### config.mk
export PLATFORM = sky130hd
export DESIGN_NAME = pwd_candidate_gen
export DESIGN_NICKNAME = d
export VERILOG_FILES = /design/src/rtl/pwd_candidate_gen.sv
export SDC_FILE = /design/constraint.sdc
export NUM_CORES = 1
export LEC_CHECK = 0
export CAP_MARGIN = 10
export CORE_MARGIN = 2
export CORE_UTILIZATION = 50
export DETAILED_ROUTE_END_ITERATION = 10
export PLACE_DENSITY_LB_ADDON = 0.08
export SETUP_SLACK_MARGIN = 0.5
export SYNTH_ARGS = -nofsm -noshare
export SYNTH_HDL_FRONTEND = slang
export SYNTH_SLANG_ARGS = --single-unit
export TNS_END_PERCENT = 1
### constraint.sdc
create_clock -name i_clk -period 16.6 [get_ports i_clk]
set_clock_uncertainty 0.2 [all_clocks]
set_input_delay 3.32 -clock i_clk [delete_from_list [all_inputs] [get_ports i_clk]]
set_output_delay 3.32 -clock i_clk [all_outputs]
set_load 0.005 [all_outputs]
### src/rtl/pwd_candidate_gen.sv
// Purpose : sweeps every fixed-width decimal password "0..0".."9..9" as ASCII,
//           LANES candidates per cycle, lane i always holding values == i (mod LANES).
// Latency : one cycle from start / accepted advance to the new candidate set; outputs registered.
// Backpr. : advances only when i_ready=1 and i_stop=0; i_stop freezes the set and ends the sweep.
//
// Ports:
//   i_clk, i_reset      clock, synchronous active-high reset
//   i_start             begin a fresh sweep (honoured in IDLE/DONE only)
//   i_stop              halt sweep, freeze presented candidates (honoured in RUN only)
//   i_ready             downstream accepts the current candidate set
//   o_cand              lane i at [i*8*DIGITS +: 8*DIGITS], leftmost char in top byte
//   o_lane_valid        per-lane in-range flag
//   o_cand_valid        candidate set valid (RUN)
//   o_busy              sweep in progress
//   o_exhausted         sweep ended by running out of values
//   o_stopped           sweep ended by stop request
//   o_attempts          accepted-candidate count (needs CANDGEN_ATTEMPT_CNT_EN, else 0)
//
// Optional feature macro: CANDGEN_ATTEMPT_CNT_EN enables the saturating attempts counter.

module pwd_candidate_gen #(
    parameter int LANES  = 3,
    parameter int DIGITS = 8
) (
    input  logic                      i_clk,
    input  logic                      i_reset,
    input  logic                      i_start,
    input  logic                      i_stop,
    input  logic                      i_ready,
    output logic [LANES*8*DIGITS-1:0] o_cand,
    output logic [LANES-1:0]          o_lane_valid,
    output logic                      o_cand_valid,
    output logic                      o_busy,
    output logic                      o_exhausted,
    output logic                      o_stopped,
    output logic [31:0]               o_attempts
);

    localparam int W = 8 * DIGITS;

    typedef enum logic [1:0] {
        S_IDLE = 2'd0,
        S_RUN  = 2'd1,
        S_DONE = 2'd2
    } state_t;

    state_t                  r_state;
    logic [LANES*W-1:0]      r_cand;
    logic [LANES-1:0]        r_lane_valid;
    logic                    r_cand_valid;
    logic                    r_busy;
    logic                    r_exhausted;
    logic                    r_stopped;

    logic [LANES*W-1:0]      w_zero_cand;
    logic [LANES*W-1:0]      w_init_cand;
    logic [LANES*W-1:0]      w_next_cand;
    logic [LANES-1:0]        w_next_valid;
    logic                    w_advance;

    // Adds LANES to an ASCII decimal string. Digit 0 (lowest byte) is the
    // rightmost character; carry ripples toward the top byte. Result bit W
    // is the carry out of the leftmost digit (lane overflow).
    function automatic logic [W:0] bcd_add(input logic [W-1:0] v);
        logic [W-1:0] r;
        logic [7:0]   s;
        logic         c;
        r = v;
        c = 1'b0;
        for (int j = 0; j < DIGITS; j++) begin
            s = v[j*8 +: 8] - 8'h30 + {7'd0, c};
            if (j == 0) s = s + 8'(LANES);
            if (s >= 8'd10) begin
                c = 1'b1;
                s = s - 8'd10;
            end else begin
                c = 1'b0;
            end
            r[j*8 +: 8] = 8'h30 + s;
        end
        return {c, r};
    endfunction

    assign w_zero_cand = {(LANES*DIGITS){8'h30}};
    assign w_advance   = (r_state == S_RUN) && i_ready && !i_stop;

    // Fresh-sweep load: lane l starts at value l (always < 10^DIGITS as LANES <= 9).
    always_comb begin
        w_init_cand = w_zero_cand;
        for (int l = 0; l < LANES; l++) begin
            w_init_cand[l*W +: 8] = 8'h30 + 8'(l);
        end
    end

    // Invalid lanes are not advanced so their contents stay ASCII digits.
    always_comb begin
        logic [W:0] sum;
        w_next_cand  = r_cand;
        w_next_valid = r_lane_valid;
        sum          = '0;
        for (int l = 0; l < LANES; l++) begin
            if (r_lane_valid[l]) begin
                sum                  = bcd_add(r_cand[l*W +: W]);
                w_next_cand[l*W +: W] = sum[W-1:0];
                w_next_valid[l]       = !sum[W];
            end
        end
    end

    always_ff @(posedge i_clk) begin
        if (i_reset) begin
            r_state      <= S_IDLE;
            r_cand       <= w_zero_cand;
            r_lane_valid <= '0;
            r_cand_valid <= 1'b0;
            r_busy       <= 1'b0;
            r_exhausted  <= 1'b0;
            r_stopped    <= 1'b0;
        end else begin
            case (r_state)
                S_IDLE, S_DONE: begin
                    if (i_start) begin
                        r_state      <= S_RUN;
                        r_cand       <= w_init_cand;
                        r_lane_valid <= {LANES{1'b1}};
                        r_cand_valid <= 1'b1;
                        r_busy       <= 1'b1;
                        r_exhausted  <= 1'b0;
                        r_stopped    <= 1'b0;
                    end
                end
                S_RUN: begin
                    if (i_stop) begin
                        // Candidates left untouched so the checker can read the hit.
                        r_state      <= S_DONE;
                        r_cand_valid <= 1'b0;
                        r_busy       <= 1'b0;
                        r_stopped    <= 1'b1;
                    end else if (i_ready) begin
                        r_cand       <= w_next_cand;
                        r_lane_valid <= w_next_valid;
                        if (w_next_valid == '0) begin
                            r_state      <= S_DONE;
                            r_cand_valid <= 1'b0;
                            r_busy       <= 1'b0;
                            r_exhausted  <= 1'b1;
                        end
                    end
                end
                default: begin
                    r_state      <= S_IDLE;
                    r_cand       <= w_zero_cand;
                    r_lane_valid <= '0;
                    r_cand_valid <= 1'b0;
                    r_busy       <= 1'b0;
                    r_exhausted  <= 1'b0;
                    r_stopped    <= 1'b0;
                end
            endcase
        end
    end

`ifdef CANDGEN_ATTEMPT_CNT_EN
    logic [31:0] r_attempts;
    logic [3:0]  w_pop;
    logic [32:0] w_att_sum;

    always_comb begin
        w_pop = '0;
        for (int l = 0; l < LANES; l++) begin
            w_pop = w_pop + {3'd0, r_lane_valid[l]};
        end
    end

    assign w_att_sum = {1'b0, r_attempts} + {29'd0, w_pop};

    always_ff @(posedge i_clk) begin
        if (i_reset) begin
            r_attempts <= '0;
        end else if ((r_state != S_RUN) && i_start) begin
            r_attempts <= '0;
        end else if (w_advance) begin
            r_attempts <= w_att_sum[32] ? 32'hFFFF_FFFF : w_att_sum[31:0];
        end
    end

    assign o_attempts = r_attempts;
`else
    assign o_attempts = 32'd0;
`endif

    assign o_cand       = r_cand;
    assign o_lane_valid = r_lane_valid;
    assign o_cand_valid = r_cand_valid;
    assign o_busy       = r_busy;
    assign o_exhausted  = r_exhausted;
    assign o_stopped    = r_stopped;

endmodule

Word-level counts from Yosys, hierarchy flattened
Cells that the tools add are included.
Widths: inputs -> output; s select.

word-level totals
  flip-flop bits (word level) = 200
  bits of input ports = 5
  output and inout bits = 231
  word-level logic and storage cells = 283

operators by class
  add/sub/neg operators = 96
  magnitude comparators = 24
  equality and inequality tests = 12
  multiplexer cells = 130
  reduce and logical (&&, ||, !) cells = 13

operator list
  kind                 count
  $mux 192             3
  $mux 8               51
  $pmux 192 s2         1
  $add 6x8->8 const A  24
  $ge 8x4->1 const B   24
  $mux 64              3
  $sub 8x4->8 const B  24
  $sub 8x6->8 const B  24
  $add 8x1->8          21
  $mux 1               60
  $add 8x2->8 const B  3
  $reduce_and 4->1     4
  $ne 2x2->1 const B   7
  $mux 3               3
  $mux 2               4
  $pmux 1 s2           3
  $pmux 3 s2           1
  $reduce_and 3->1     2
  $pmux 2 s2           1
  $logic_not 1->1      3
  $logic_not 3->1      1
  $ne 3x2->1 const B   1
  $ne 3x3->1 const B   1
  $eq 2x1->1 const B   1
  5 further kinds      5

Logic depth before layout (Yosys ltp)
  word-level depth = 41
  depth in mapped cells = 61

Least setup slack after synthesis
No wires, ideal clock.

  path type = flip-flop to flip-flop
  from = register r_cand[128] (netlist: o_cand[128])
  to = register r_exhausted (netlist: o_exhausted)
  setup time = 0.132 ns
  arrival = 12.707 ns
  slack = 3.561 ns
  stages on the path, launching flop included = 58
  clock period less this slack = 13.039 ns
  cell sequence = dfxtp_1 > clkbuf_1 > inv_1 > ha_1 > clkbuf_1 > nand3b_1 > a211o_1 > a22oi_1 > nand2_1 > nor2_1 > inv_2 > ha_1 > a41oi_1 > xor2_1 > nand2b_1 > nor3_1 > nand2_1 > ha_1 > (+22 left out) > clkbuf_1 > a41oi_1 > xnor2_1 > nor4_2 > and2_1 > clkbuf_1 > inv_1 > ha_1 > ha_1 > and3_1 > o21ai_1 > xor2_1 > or4b_1 > buf_2 > o221a_1 > o21ai_1 > or3_1 > a21oi_1

on the way
  longest elaborated chain between the ends = 39

RTL lines
  element                            RTL line  source
  from (decl)                        48        logic [LANES*W-1:0] r_cand;
  from (signal assigned)             113       r_cand <= w_zero_cand;
  from (signal assigned)             124       r_cand <= w_init_cand;
  from (signal assigned)             140       r_cand <= w_next_cand;
  $sub 8x6->8                        71        s = v[j*8 +: 8] - 8'h30 + {7'd0, c};
  $add 8x2->8                        72        if (j == 0) s = s + 8'(LANES);
  $mux 8                             102       if (r_lane_valid[l]) begin
  $ge 8x4->1                         73        if (s >= 8'd10) begin
  $mux 1                             73
  $mux 1                             102
  $add 8x1->8                        71
  $ge 8x4->1                         73
  (+23 left out)                     --
  $ge 8x4->1                         73
  $mux 1                             73
  $mux 1                             102
  $logic_not 1->1                    105       w_next_valid[l] = !sum[W];
  $mux 1                             102
  $logic_not 3->1                    142       if (w_next_valid == '0) begin
  $ne 2x1->1 (no source line)        --
  $reduce_and 4->1 (no source line)  --
  to (signal assigned)               117       r_exhausted <= 1'b0;
  to (signal assigned)               146       r_exhausted <= 1'b1;
  to (signal assigned)               156       r_exhausted <= 1'b0;
  to (decl)                          52        logic r_exhausted;

Every way passes these cells. The select of a mux whose other input is x is not followed.
A chain may end at the register's enable or synchronous reset.

Worst setup path after layout
  from = register r_cand[128] (netlist: o_cand[128])
  to = register r_cand[190] (netlist: o_cand[190])

on the way
  longest elaborated chain between the ends = 39
  elaborated cells between the ends (all ways) = 40
  those cells by class = add/sub: 11; order compare: 8; mux: 21

RTL lines
  element                                           RTL line  source
  $sub 8x6->8 *                                     71
  $add 8x2->8 *                                     72
  $mux 8 *                                          102
  $ge 8x4->1 *                                      73
  $mux 1 *                                          73
  $mux 1 *                                          102
  $add 8x1->8 *                                     71
  $ge 8x4->1 *                                      73
  (+23 left out)                                    --
  $sub 8x4->8 / $ge 8x4->1 (equally long branches)  75, 73
  $mux 8 *                                          73
  $mux 8 *                                          102
  $add 6x8->8 *                                     79        r[j*8 +: 8] = 8'h30 + s;
  $mux 64 *                                         102
  $mux 192 *                                        139       end else if (i_ready) begin
  $mux 192 *                                        133       if (i_stop) begin
  $pmux 192 s2 *                                    120       case (r_state)

Every way passes the cells marked *; elsewhere a longest branch is shown, timed or not. The select of a mux whose other input is x is not followed.

==> results.yml <==
clock_network:
  clk_latency_ns: 0.45
  cts.clk_slew.worst_paths_ns: 0.07
  clockBufferDepth: 2
  holdBufCountCts: 0
  htreeDepth: 4
  cts_root_buffer: "clkbuf_16"
  cts_tree: "built"
  numClockSinks: 200
  cts_buffers: 17
layout:
  fin_util_pct: 58.7
  drive_gt1_share_pct: 3.52
  fill_cells: 3214
  finalNetCount: 2535
  syn_to_final_growth_pct: 15.6
  regArea_um2: 4000
  multiInputGateArea_um2: 12600
route:
  drc: 0
  wl_um: 48700
  drtAntennaViolNets: 0
  viasPerCell: 5.93
  dr.pass1.iters: 8
  drt-wirelength-per-cell_um: 16.8
  drt_iter0_drc: 1010
  via_count: 17198
critical_path:
  path_common_cell: "ha_1"
  critPathKind: "flip-flop to flip-flop"
  cp.arrival_ns: 15.04
  r2r_slack_ns: 1.74
  r2r_start: "o_cand[128]"
  slowest_delay_ns: 0.72
  start_kind: "flip-flop"
  critPathCaptureType: "flip-flop"
  worstPathRequired_ns: 16.78
  worst_r2r_path_depth: 53
  critPathMaxFanout: 11
  reg2reg_to: "o_cand[190]"
  endpoint: "o_cand[190]"
  critPathLaunch: "o_cand[128]"
  cpMaxStageDelayCell: "or4b_1"
power_and_ir_drop:
  p_int_uw: 857
  p_per_area_nw_per_um2: 59.9
  vdd_drop_max_mv: 0.0806
  swShare_pct: 29.4
  power.switching_uw: 356
  seqPwrFrac_pct: 41.1
  power_leakage_uw: 0.00754
  clkPwrFrac_pct: 39.8
  p_comb_share_pct: 19.1
  report.power.total_uw: 1210
die:
  num_rows: 68
  start_util_pct: 50.7
  chipWidth_um: 191
  die_y_um: 191
  core_um2: 34500
  die_area_um2: 36600
  pin_count: 236
timing:
  finalSetupViolCount: 0
  rsz0062_at_grt: "true"
  finalHoldViolations: 0
  min_period_ns: 14.86
  drv_slew: 0
  tightestPinTransition_ns: 1.09
  worst_slack_ns: 1.74
  relSlewSlack_pct: 26.8
  fmax_ghz: 0.0673
  fin_tns_setup_ns: 0
  finalCritPeriodShare_pct: 89.5
placement:
  dp_slack_ns: 1.56
  post-dp-hpwl_um: 33900
  portBuffers: 203
  gp_congestion: 0.908
synth:
  avgSynthCellArea_um2: 7.47
  syn_area_um2: 17500
  async_flop_share_pct: 0
  seq_area_frac_synth_pct: 22.8
  synth_edf_count: 0
  ys_seq_elements: 200
  yosysUniqueCellTypes: 84
  synth_warnings: 0
  ys.flop_type: "dfxtp_1"
  synthCells: 2345
global_route:
  grt.total_usage_pct: 26.3
  grt_overflow: 0
  grt_max_degree: 55
  grt_pass1_wl_um: 79700
  antenna_found_initial: 3
  grt_pass1_vias: 15894
status:
  status: "completed"
hold_path:
  hold_path_class: "flip-flop to flip-flop"
  whs_path_depth: 2
job:
  drv_cap: 0
area by class of cell:
cell class,instances,area share (%)
Timing Repair Buffer,218,10.6
Clock inverter,8,0.951
Tap cell,455,2.81
Multi-Input combinational cell,1912,62.1
Antenna cell,2,0.0247
Inverter,80,1.48
Sequential cell,200,19.8
Clock buffer,23,2.31
repair_timing:
item | 4_1_cts | 5_1_grt
resized for setup | 0 | 6
endpoints found under the setup margin | 0 | 22
setup buffers | 0 | 0
cell families (layout without fill, tap and decap cells):
kind of cell	Yosys count	count (layout)	share of synthesized area, %
xor+xnor	252	252	12.6
compound gates	640	640	24.1
other cells	1	34	0.0214
buf+inv	264	329	6.49
fa+ha+maj	114	114	7.95
simple gates	823	823	22.9
mux	51	51	3.05
flops	200	200	22.8
worst min-delay path by stage:
stage / from / endpoint
floorplan: o_cand[40] / o_cand[40]
global placement: o_exhausted / o_exhausted
detailed placement: o_stopped / o_stopped
CTS: o_stopped / o_stopped
global route: o_exhausted / o_exhausted
finish: o_stopped / o_stopped
cell usage in the layout (no fill, tap or decap), types with 49 or more instances in the layout:
cell / count
clkdlybuf4s50_1: 202
a22oi_1: 67
nand2b_1: 56
ha_1: 101
nor2_1: 184
o21ai_0: 107
inv_1: 75
nor3_1: 62
nand3_1: 120
xnor2_1: 157
nor2b_1: 49
xor2_1: 93
nand2_1: 220
a21oi_1: 154
dfxtp_1: 200
per-layer routing:
layer | part of all wire, % | wire (um) | global-route usage [%] | vias up
li1 | - | - | - | 8539
met1 | 45 | 22000 | 34.2 | 8144
met2 | 47 | 22700 | 43.8 | 451
met3 | 5.7 | 2790 | 4.41 | 62
met4 | 2.4 | 1170 | 9.29 | 2
met5 | 0.025 | 12 | 0 | -
cell usage after synthesis, drive strengths merged (16+ instances only):
library cell | instances | area (um^2)
or3 | 18 | 114
a22oi | 67 | 503
a21o | 16 | 120
a21oi | 158 | 791
a41oi | 22 | 200
nand2b | 57 | 357
a211oi | 19 | 153
o22ai | 35 | 219
nand4 | 23 | 144
inv | 80 | 300
mux2i | 41 | 410
and3 | 18 | 113
xor2 | 95 | 840
nor3 | 63 | 315
nand3 | 120 | 601
nor2b | 50 | 313
nand2 | 220 | 826
o31ai | 18 | 135
buf | 54 | 349
o21ai | 145 | 726
dfxtp | 200 | 4000
clkbuf | 130 | 488
ha | 101 | 1260
nor2 | 186 | 698
xnor2 | 157 | 1380
stage by stage:
step	area (um^2)	cells	hold WS (ns)
2_1_floorplan	17600	2376	0.265
4_1_cts	20200	2896	0.286
3_5_place_dp	19600	2865	0.276
6_report	20300	2898	0.280
3_3_place_gp	19600	2865	0.259
5_1_grt	20300	2896	0.313
flip-flops by register name, summed over array words and instances (netlist names):
name          flops
r_state           2
o_exhausted       1
o_lane_valid      3
o_busy            1
o_stopped         1
o_cand          192
critical path: cells and delay by family (launching register included):
kind	cells	cell delay [ns]
simple gates	21	5.49
compound gates	11	2.94
fa+ha+maj	10	2.92
xor+xnor	7	2.22
flops	1	0.51
buf+inv	4	0.45
power groups by stage:
stage,Sequential (uW),Combinational (uW),Clock [uW]
after floorplan,505,172,0
after global placement,510,227,0
after detailed placement,510,229,0
after CTS,499,231,494
after global routing,501,260,508
final,499,231,483
(Power assumes the default switching activity.)
